`src/rtl/data_bus_arbiter.sv`:
```
// Two-master, one-slave beat arbiter with lockable bursts and fixed-latency read return.
// Ties in IDLE go to the master that did not win last; a locked owner keeps the bus for up to MAX_BURST beats.
module data_bus_arbiter #(
   parameter int MAX_BURST = 8,
   parameter int AW        = 32
) (
   input  logic          clk,
   input  logic          rst,
   input  logic          m0_req,
   input  logic          m0_lock,
   input  logic [AW-1:0] m0_addr,
   input  logic [31:0]   m0_wdata,
   input  logic [3:0]    m0_wenable,
   output logic          m0_gnt,
   output logic          m0_rvalid,
   output logic [31:0]   m0_rdata,
   input  logic          m1_req,
   input  logic          m1_lock,
   input  logic [AW-1:0] m1_addr,
   input  logic [31:0]   m1_wdata,
   input  logic [3:0]    m1_wenable,
   output logic          m1_gnt,
   output logic          m1_rvalid,
   output logic [31:0]   m1_rdata,
   output logic [AW-1:0] s_addr,
   output logic [31:0]   s_wdata,
   output logic [3:0]    s_wenable,
   input  logic [31:0]   s_rdata
);

   localparam int CW       = $clog2(MAX_BURST + 1);
   localparam bit CAN_LOCK = (MAX_BURST > 1);

   typedef enum logic [1:0] {IDLE, OWN0, OWN1} state_t;

   state_t          state_q, state_d;
   logic            last_grant_q, last_grant_d;
   logic [CW-1:0]   cnt_q, cnt_d;
   logic [CW-1:0]   cnt_inc;
   logic            rvalid0_q, rvalid0_d;
   logic            rvalid1_q, rvalid1_d;
   logic            req0, req1;
   logic            gnt0, gnt1;

   // Requests are masked during reset so nothing is granted or driven in that cycle.
   assign req0    = m0_req & ~rst;
   assign req1    = m1_req & ~rst;
   assign cnt_inc = cnt_q + CW'(1);

   always_comb begin
      state_d      = state_q;
      last_grant_d = last_grant_q;
      cnt_d        = cnt_q;
      gnt0         = 1'b0;
      gnt1         = 1'b0;
      case (state_q)
         IDLE: begin
            if (req0 && req1) begin
               gnt0 = last_grant_q;
               gnt1 = ~last_grant_q;
            end else begin
               gnt0 = req0;
               gnt1 = req1;
            end
            if (gnt0 && m0_lock && CAN_LOCK) begin
               state_d = OWN0;
               cnt_d   = CW'(1);
            end else if (gnt1 && m1_lock && CAN_LOCK) begin
               state_d = OWN1;
               cnt_d   = CW'(1);
            end
         end
         OWN0: begin
            gnt0 = req0;
            if (gnt0) cnt_d = cnt_inc;
            if (!m0_lock || (gnt0 && cnt_inc == CW'(MAX_BURST))) begin
               state_d = IDLE;
               cnt_d   = '0;
            end
         end
         default: begin
            gnt1 = req1;
            if (gnt1) cnt_d = cnt_inc;
            if (!m1_lock || (gnt1 && cnt_inc == CW'(MAX_BURST))) begin
               state_d = IDLE;
               cnt_d   = '0;
            end
         end
      endcase
      if (gnt0) last_grant_d = 1'b0;
      if (gnt1) last_grant_d = 1'b1;
   end

   assign rvalid0_d = gnt0 && (m0_wenable == 4'b0000);
   assign rvalid1_d = gnt1 && (m1_wenable == 4'b0000);

   always_ff @(posedge clk) begin
      if (rst) begin
         state_q      <= IDLE;
         last_grant_q <= 1'b1;
         cnt_q        <= '0;
         rvalid0_q    <= 1'b0;
         rvalid1_q    <= 1'b0;
      end else begin
         state_q      <= state_d;
         last_grant_q <= last_grant_d;
         cnt_q        <= cnt_d;
         rvalid0_q    <= rvalid0_d;
         rvalid1_q    <= rvalid1_d;
      end
   end

   always_comb begin
      s_addr    = m0_addr;
      s_wdata   = m0_wdata;
      s_wenable = 4'b0000;
      if (gnt1) begin
         s_addr    = m1_addr;
         s_wdata   = m1_wdata;
         s_wenable = m1_wenable;
      end else if (gnt0) begin
         s_wenable = m0_wenable;
      end
   end

   assign m0_gnt = gnt0;
   assign m1_gnt = gnt1;

   // A read granted just before reset must never surface, even in the reset cycle itself.
   assign m0_rvalid = rvalid0_q & ~rst;
   assign m1_rvalid = rvalid1_q & ~rst;
   assign m0_rdata  = m0_rvalid ? s_rdata : 32'h0;
   assign m1_rdata  = m1_rvalid ? s_rdata : 32'h0;

endmodule

```
`config.mk`:
```
export PLATFORM = sky130hd
export DESIGN_NAME = data_bus_arbiter
export DESIGN_NICKNAME = d
export VERILOG_FILES = /design/src/rtl/data_bus_arbiter.sv
export SDC_FILE = /design/constraint.sdc
export NUM_CORES = 1
export LEC_CHECK = 0
export BUFFER_PORTS_ARGS = -buffer_cell sky130_fd_sc_hd__buf_2
export CAP_MARGIN = 20
export CORE_AREA = 8 8 115 117
export DETAILED_ROUTE_END_ITERATION = 16
export DIE_AREA = 0 0 123 125
export PLACE_DENSITY = 0.59
export SETUP_SLACK_MARGIN = 0.5
export SLEW_MARGIN = 0
export SYNTH_ARGS = -nofsm -noshare
export SYNTH_HDL_FRONTEND = slang
export SYNTH_SLANG_ARGS = --single-unit
export TNS_END_PERCENT = 20
```
`constraint.sdc`:
```
create_clock -name clk -period 1.9 [get_ports clk]
set_input_delay 0.38 -clock clk [delete_from_list [all_inputs] [get_ports clk]]
set_output_delay 0.38 -clock clk [all_outputs]
set_load 0.01 [all_outputs]
```
==> impl_metrics.env, run 1 <==
export IMPL_worstMarginPinSlew_ns=0.308
export IMPL_gr_total_overflow=0
export IMPL_yosys_area_top_type="nand2_1"
export IMPL_use_met3_pct=5.22
export IMPL_root_buffer="clkbuf_16"
export IMPL_synth_commonest_cells="nand2_1 (200), and2_1 (64), clkbuf_1 (13)"
export IMPL_rsz0062_at_grt="yes"
export IMPL_yosys_area_share_simple_pct=71.1
export IMPL_dieWidth_um=123
export IMPL_syn_num_nets=524
export IMPL_maxCapViolations=0
export IMPL_slew_headroom_pct=79.4
export IMPL_wl_per_cell_um=14.9
export IMPL_layoutNonFillerInstCount=807
export IMPL_dp_cells=796
export IMPL_synth_top_family_by_area="simple AND/OR/NAND/NOR gates"
export IMPL_drc=0
export IMPL_dieArea_um2=15400
export IMPL_drtAntennaViolNets=0
export IMPL_finalCriticalPeriod_ns=1.86
export IMPL_synth_top_area_share_pct=41.1
export IMPL_ios=310
export IMPL_port_buffers=309
export IMPL_grt_pass1_wl_mm=17.1
export IMPL_finClkSkew_ns=0.000359
export IMPL_track_usage_pct=14.1
export IMPL_synth_enable_flop_cells=0
export IMPL_start_util_pct=15.7
export IMPL_place_hpwl_mm=10.5
export IMPL_synthMuxAreaShare_pct=0
export IMPL_r2r_end="cnt_q[0]"
export IMPL_netlist_instances=348
export IMPL_synth_compound_area_share_pct=11.7
export IMPL_grt_util_met1_pct=14.7
export IMPL_worstPathArrival_ns=1.48
export IMPL_worstPathRequired_ns=1.52
export IMPL_tritoncts="yes"
export IMPL_synth_warnings=0
export IMPL_drtIter0Drc=136
export IMPL_finalCritPeriodShare_pct=97.6
export IMPL_drive_gt1_share_pct=56.5
export IMPL_async_flop_share_pct=0
export IMPL_core_area_um2=11600
export IMPL_antenna_found_initial=2
export IMPL_ir_drop_uv=281
export IMPL_synth_most_common_cell="nand2_1"
export IMPL_end_kind="primary output"
export IMPL_use_met2_pct=25.9
export IMPL_syn2layout_area_growth_pct=116
export IMPL_htreeDepth=1
export IMPL_syn_avg_cell_area_um2=5.25
export IMPL_min_path_cells=2
export IMPL_seq_area_um2=189
export IMPL_finalHoldViolCount=0
export IMPL_grt_max_degree=39
export IMPL_ys_seq_area_share_pct=9.87
export IMPL_cts_buffers_inserted=3
export IMPL_setup_tns_ns=0
export IMPL_powerDensity_nw_per_um2=462
export IMPL_clock_latency_ns=0.23
export IMPL_r2r_start="cnt_q[0]"
export IMPL_clk_pin_slew_ns=0.04
export IMPL_crit_type="flip-flop to primary output"
export IMPL_gp_congestion=0.864
export IMPL_multiInputGateArea_um2=1640
export IMPL_via_per_inst=4.10
export IMPL_hold_end="rvalid1_q"
export IMPL_synth_xor_xnor_area_share_pct=0
export IMPL_vias=3308
export IMPL_finalSetupViolCount=0
export IMPL_ys_seq_elements=9
export IMPL_synth_area_leaders="nand2_1 (41%), and2_1 (22%), dfxtp_1 (9.9%)"
export IMPL_critPathMaxFanout=7
export IMPL_clockBufferDepth=2
export IMPL_dieHeight_um=125
export IMPL_rrSetupSlack_ns=0.35
export IMPL_fillers=1262
export IMPL_hold_buffers=0
export IMPL_reg2reg_depth=6
export IMPL_drt_total_wl_mm=12.1
export IMPL_drt_pre_antenna_iters=4
export IMPL_synthFlopType="dfxtp_1"
export IMPL_grt_pass1_vias=3226
export IMPL_core_rowCount=40
export IMPL_fin_nets=835
export IMPL_clkSinkCount=9
export IMPL_min_from="m1_wenable[3]"
export IMPL_leakagePower_nw=2.49
export IMPL_ys_types=36
export IMPL_slew_viol_final=0
export IMPL_synth_adder_area_share_pct=1.37
export IMPL_syn_cell_area_um2=1830
export IMPL_top_usage_layer="met2"
export IMPL_status="finished, final reports clean"
export IMPL_max_freq_mhz=539
export IMPL_start_kind="flip-flop"
export IMPL_hold_path_class="input port to flip-flop"
==> timing repair <==
action / 4_1_cts / 5_1_grt
endpoints found under the setup margin: 142 / 142
resized for setup: 19 / 13
setup buffers: 2 / 1
pin swaps: 5 / 5
gates cloned: 2 / 0
==> metal layers <==
| metal | vias to the layer above | wire length [um] |
|---|---|---|
| met5 | - | 21 |
| met4 | 4 | 142 |
| met3 | 15 | 1700 |
| met2 | 209 | 5860 |
| met1 | 1374 | 4330 |
| li1 | 1706 | - |
==> state kept, by name, indices dropped and copies added (netlist names) <==
name and count:
cnt_q 4, state_q 2, rvalid0_q 1, last_grant_q 1, rvalid1_q 1
==> critical path, cell delays in order (launching register included) <==
cell and delay (ns):
dfxtp_2 0.32, a21oi_2 0.06, o21ai_4 0.24, inv_6 0.12, buf_12 0.16, a22o_1 0.21
buf_6 0.12
==> where the power goes <==
group          switching, W  leakage (nW)  internal [W]
Sequential        0.0000361        0.0750      0.000224
Combinational      0.000632          2.37      0.000557
Clock             0.0000867        0.0382      0.000280
Total              0.000755          2.49       0.00106
==> logic make-up (layout without fill, tap and decap cells) <==
| kind of cell | after synthesis | after routing |
|---|---|---|
| and+or+nand+nor | 288 | 288 |
| buffers and inverters | 26 | 336 |
| AOI/OAI and AO/OA | 23 | 23 |
| DFF | 9 | 9 |
| adders and majority gates | 2 | 2 |
| other | 0 | 2 |
==> layout by cell type, fill, tap and decap left out, types with 4 or more instances in the layout <==
cell     instances
and2_1          57
dfxtp_2          4
and2_4           7
dfxtp_1          4
buf_6            7
buf_12           4
nand3_1          7
nand2_2         10
a22o_1           4
buf_2          304
buf_4            9
nand2_1        190
==> worst max-delay path by stage <==
stage	start	endpoint	slack, ns	cells past startpoint
2_1_floorplan	rst	s_addr[12]	0.36	7
3_3_place_gp	rst	s_wdata[10]	-0.01	7
3_5_place_dp	rst	s_addr[23]	-0.0001	7
4_1_cts	last_grant_q	s_wenable[1]	0.01	6
5_1_grt	last_grant_q	s_wenable[1]	-0.02	6
6_report	last_grant_q	s_wenable[1]	0.04	6
==> stage by stage <==
| stage | setup slack (ns) | power (W) | hold WS [ns] | utilization [%] | instance area [um2] |
|---|---|---|---|---|---|
| 5_1_grt | -0.0241 | 0.00197 | 0.339 | 33.8 | 3930 |
| 2_1_floorplan | 0.359 | 0.000850 | 0.457 | - | 1930 |
| 6_report | 0.0449 | 0.00182 | 0.338 | 33.9 | 3940 |
| 3_5_place_dp | -0.000109 | 0.00137 | 0.500 | 31.6 | 3670 |
| 4_1_cts | 0.0132 | 0.00182 | 0.332 | 33.4 | 3870 |
| 3_3_place_gp | -0.0109 | 0.00136 | 0.514 | 31.6 | 3670 |
==> cell type report <==
| class | instances | share of cell area, % |
|---|---|---|
| tap | 147 | 4.67 |
| clock buffer | 4 | 2.00 |
| timing repair buffer | 327 | 46.2 |
| multi-input combinational | 313 | 41.6 |
| sequential | 9 | 4.80 |
| antenna | 2 | 0.127 |
| inverter | 5 | 0.604 |
(Power assumes the default switching activity.)
==> inputs of run 2 (changes only) <==
Settings changed: PLACE_DENSITY 0.59 to 0.63, REMOVE_ABC_BUFFERS set to 1.
Clock period 1.9 ns to 1.95 ns, I/O delays scaled along.
==> run 2 against run 1 <==
Setup slack improved by 0.045 ns; largest cell class unchanged; via count up 3.1%; clock power down 1%; count of clock-buffer cells in the layout unchanged; clock skew rose by 0.0019 ns; critical path type unchanged; sequential share of layout area fell by 0.20 points; largest power group unchanged; cell count increased by 0.12%; combinational power rose by 6%.
==> impl_metrics.env, run 2 (synthesis gave the netlist of run 1 again) <==
export IMPL_status="finished, final reports clean"
export IMPL_ios=310
export IMPL_worstMarginPinSlew_ns=0.295
export IMPL_slew_viol_final=0
export IMPL_worstPathCellList="a21oi_2, o21ai_4, buf_6, clkbuf_16, nand2_1, nand2_1, buf_2"
export IMPL_grt_max_degree=34
export IMPL_clk_pin_slew_ns=0.04
export IMPL_layout_commonest_cell="buf_2"
export IMPL_drive_gt1_share_pct=53.6
export IMPL_finalCriticalPeriod_ns=1.86
export IMPL_drt_pre_antenna_iters=6
export IMPL_cts_buffers_inserted=3
export IMPL_holdWs_ns=0.340
export IMPL_hold_path_class="input port to flip-flop"
export IMPL_drtIter0Drc=165
export IMPL_cpMostUsedCell="nand2_1"
export IMPL_p_total_w=0.00187
export IMPL_end_kind="primary output"
export IMPL_n_antenna_cell=0
export IMPL_crit_type="flip-flop to primary output"
export IMPL_leakagePower_nw=2.55
export IMPL_pwr_share_comb_pct=67.3
export IMPL_largest_reg_flops=4
export IMPL_finalCritPeriodShare_pct=95.4
export IMPL_worstPathArrival_ns=1.47
export IMPL_drt_total_wl_mm=13.5
export IMPL_ir_drop_uv=285
export IMPL_drc=0
export IMPL_largest_register="cnt_q"
export IMPL_gr_total_overflow=0
export IMPL_grt_pass1_wl_mm=18.0
export IMPL_gp_congestion=0.869
export IMPL_clockPowerShare_pct=19.4
export IMPL_worstPathRequired_ns=1.56
export IMPL_drtAntennaViolNets=0
export IMPL_dieHeight_um=125
export IMPL_finalSetupViolCount=0
export IMPL_powerDensity_nw_per_um2=469
export IMPL_fin_ws_ns=0.0895
export IMPL_core_area_um2=11600
export IMPL_htreeDepth=1
export IMPL_dieArea_um2=15400
export IMPL_slew_headroom_pct=80.2
export IMPL_clock_latency_ns=0.23
export IMPL_clkSinkCount=9
export IMPL_core_rowCount=40
export IMPL_start_kind="flip-flop"
export IMPL_final_cell_mix="buf_2 (302), nand2_1 (197), and2_1 (64)"
export IMPL_fin_nets=838
export IMPL_cp_slowest_cell="dfxtp_2"
export IMPL_track_usage_pct=14.6
export IMPL_finalHoldViolCount=0
export IMPL_port_buffers=309
export IMPL_clockBufferDepth=2
export IMPL_dieWidth_um=123
export IMPL_power_switching_share_pct=41.9
export IMPL_place_hpwl_mm=10.5
export IMPL_hold_buffers=0
export IMPL_maxCapViolations=0
export IMPL_p_seq_share_pct=13.3
export IMPL_fillers=1294
export IMPL_power_switching_w=0.000786
export IMPL_max_freq_mhz=537
export IMPL_via_per_inst=4.22
export IMPL_pre_cts_slack_ns=-0.139
export IMPL_internal_power_w=0.00109
export IMPL_tritoncts="yes"
export IMPL_start_util_pct=15.7
export IMPL_grt_pass1_vias=3334
export IMPL_root_buffer="clkbuf_16"
export IMPL_finClkSkew_ns=0.00225
export IMPL_critPathMaxFanout=15
export IMPL_setup_tns_ns=0
export IMPL_vias=3409
export IMPL_wl_per_cell_um=16.6
export IMPL_fin_util_pct=34.4
export IMPL_reg_largest_list="cnt_q x4, state_q x2"
export IMPL_slowest_delay_ns=0.32
export IMPL_syn2layout_area_growth_pct=119
export IMPL_rsz0062_at_grt="yes"
export IMPL_antenna_found_initial=0
[run 2: cell count changes in the layout (fill, tap and decap cells not counted), moves of 2 or more]
cell	delta
buf_6	+3
ha_2	-2
nor2b_1	+2
dfxtp_1	+2
diode_2	-2
and2_1	+7
buf_2	-2
buf_4	-4
and2_4	-7
clkbuf_16	+6
ha_1	+2
nand2_1	+7
nand2_2	-7
[run 2: power by group through the flow]
stage,registers [W],clock network (W),logic [W]
floorplan,0.000240,0,0.000534
global placement,0.000249,0,0.00105
detailed placement,0.000248,0,0.00105
CTS,0.000246,0.000370,0.00113
global route,0.000254,0.000380,0.00137
finish,0.000250,0.000363,0.00126
[run 2: worst paths after layout]
path | slack (ns) | cells past startpoint | start | endpoint
worst min-delay path | 0.34 | 2 | m1_wenable[3] | rvalid1_q
worst max-delay path | 0.09 | 7 | last_grant_q | s_addr[24]
worst min register to register | 0.54 | 2 | cnt_q[2] | cnt_q[2]
worst max register to register | 0.28 | 6 | cnt_q[0] | cnt_q[0]
[run 2: per-layer routing]
| metal | GRT usage [%] | vias to the layer above | wire length, um |
|---|---|---|---|
| li1 | - | 1712 | - |
| met1 | 16.2 | 1462 | 4980 |
| met4 | 3.33 | 0 | 179 |
| met5 | 0 | - | 0 |
| met2 | 26.4 | 221 | 6680 |
| met3 | 4.37 | 14 | 1610 |
[run 2: critical path: cells and delay by family, from the launching register on]
| kind | cells | cell delay (ns) |
|---|---|---|
| flip-flops | 1 | 0.32 |
| buffers and inverters | 3 | 0.49 |
| AND/OR/NAND/NOR | 2 | 0.13 |
| AO/OA/AOI/OAI | 2 | 0.29 |
[run 2: what timing repair did]
| item | in CTS | in global routing |
|---|---|---|
| pin swaps | 4 | 6 |
| gates cloned | 2 | 6 |
| endpoints found under the setup margin | 142 | 142 |
| resized for setup | 11 | 19 |
| buffers inserted | 3 | 0 |
[run 2: metrics by stage]
step | instances | area, um2
6_report | 808 | 4000
5_1_grt | 808 | 4000
4_1_cts | 802 | 3770
3_5_place_dp | 793 | 3590
3_3_place_gp | 793 | 3590
2_1_floorplan | 327 | 1740
[run 2: final cells by class]
type                       count  area (um2)  share of cell area (%)
clock buffer                   4        78.8                    1.97
tap                          147         184                    4.60
inverter                       5        23.8                   0.595
multi-input combinational    313        1570                    39.2
timing repair buffer         330        1960                    49.1
sequential                     9         184                    4.60
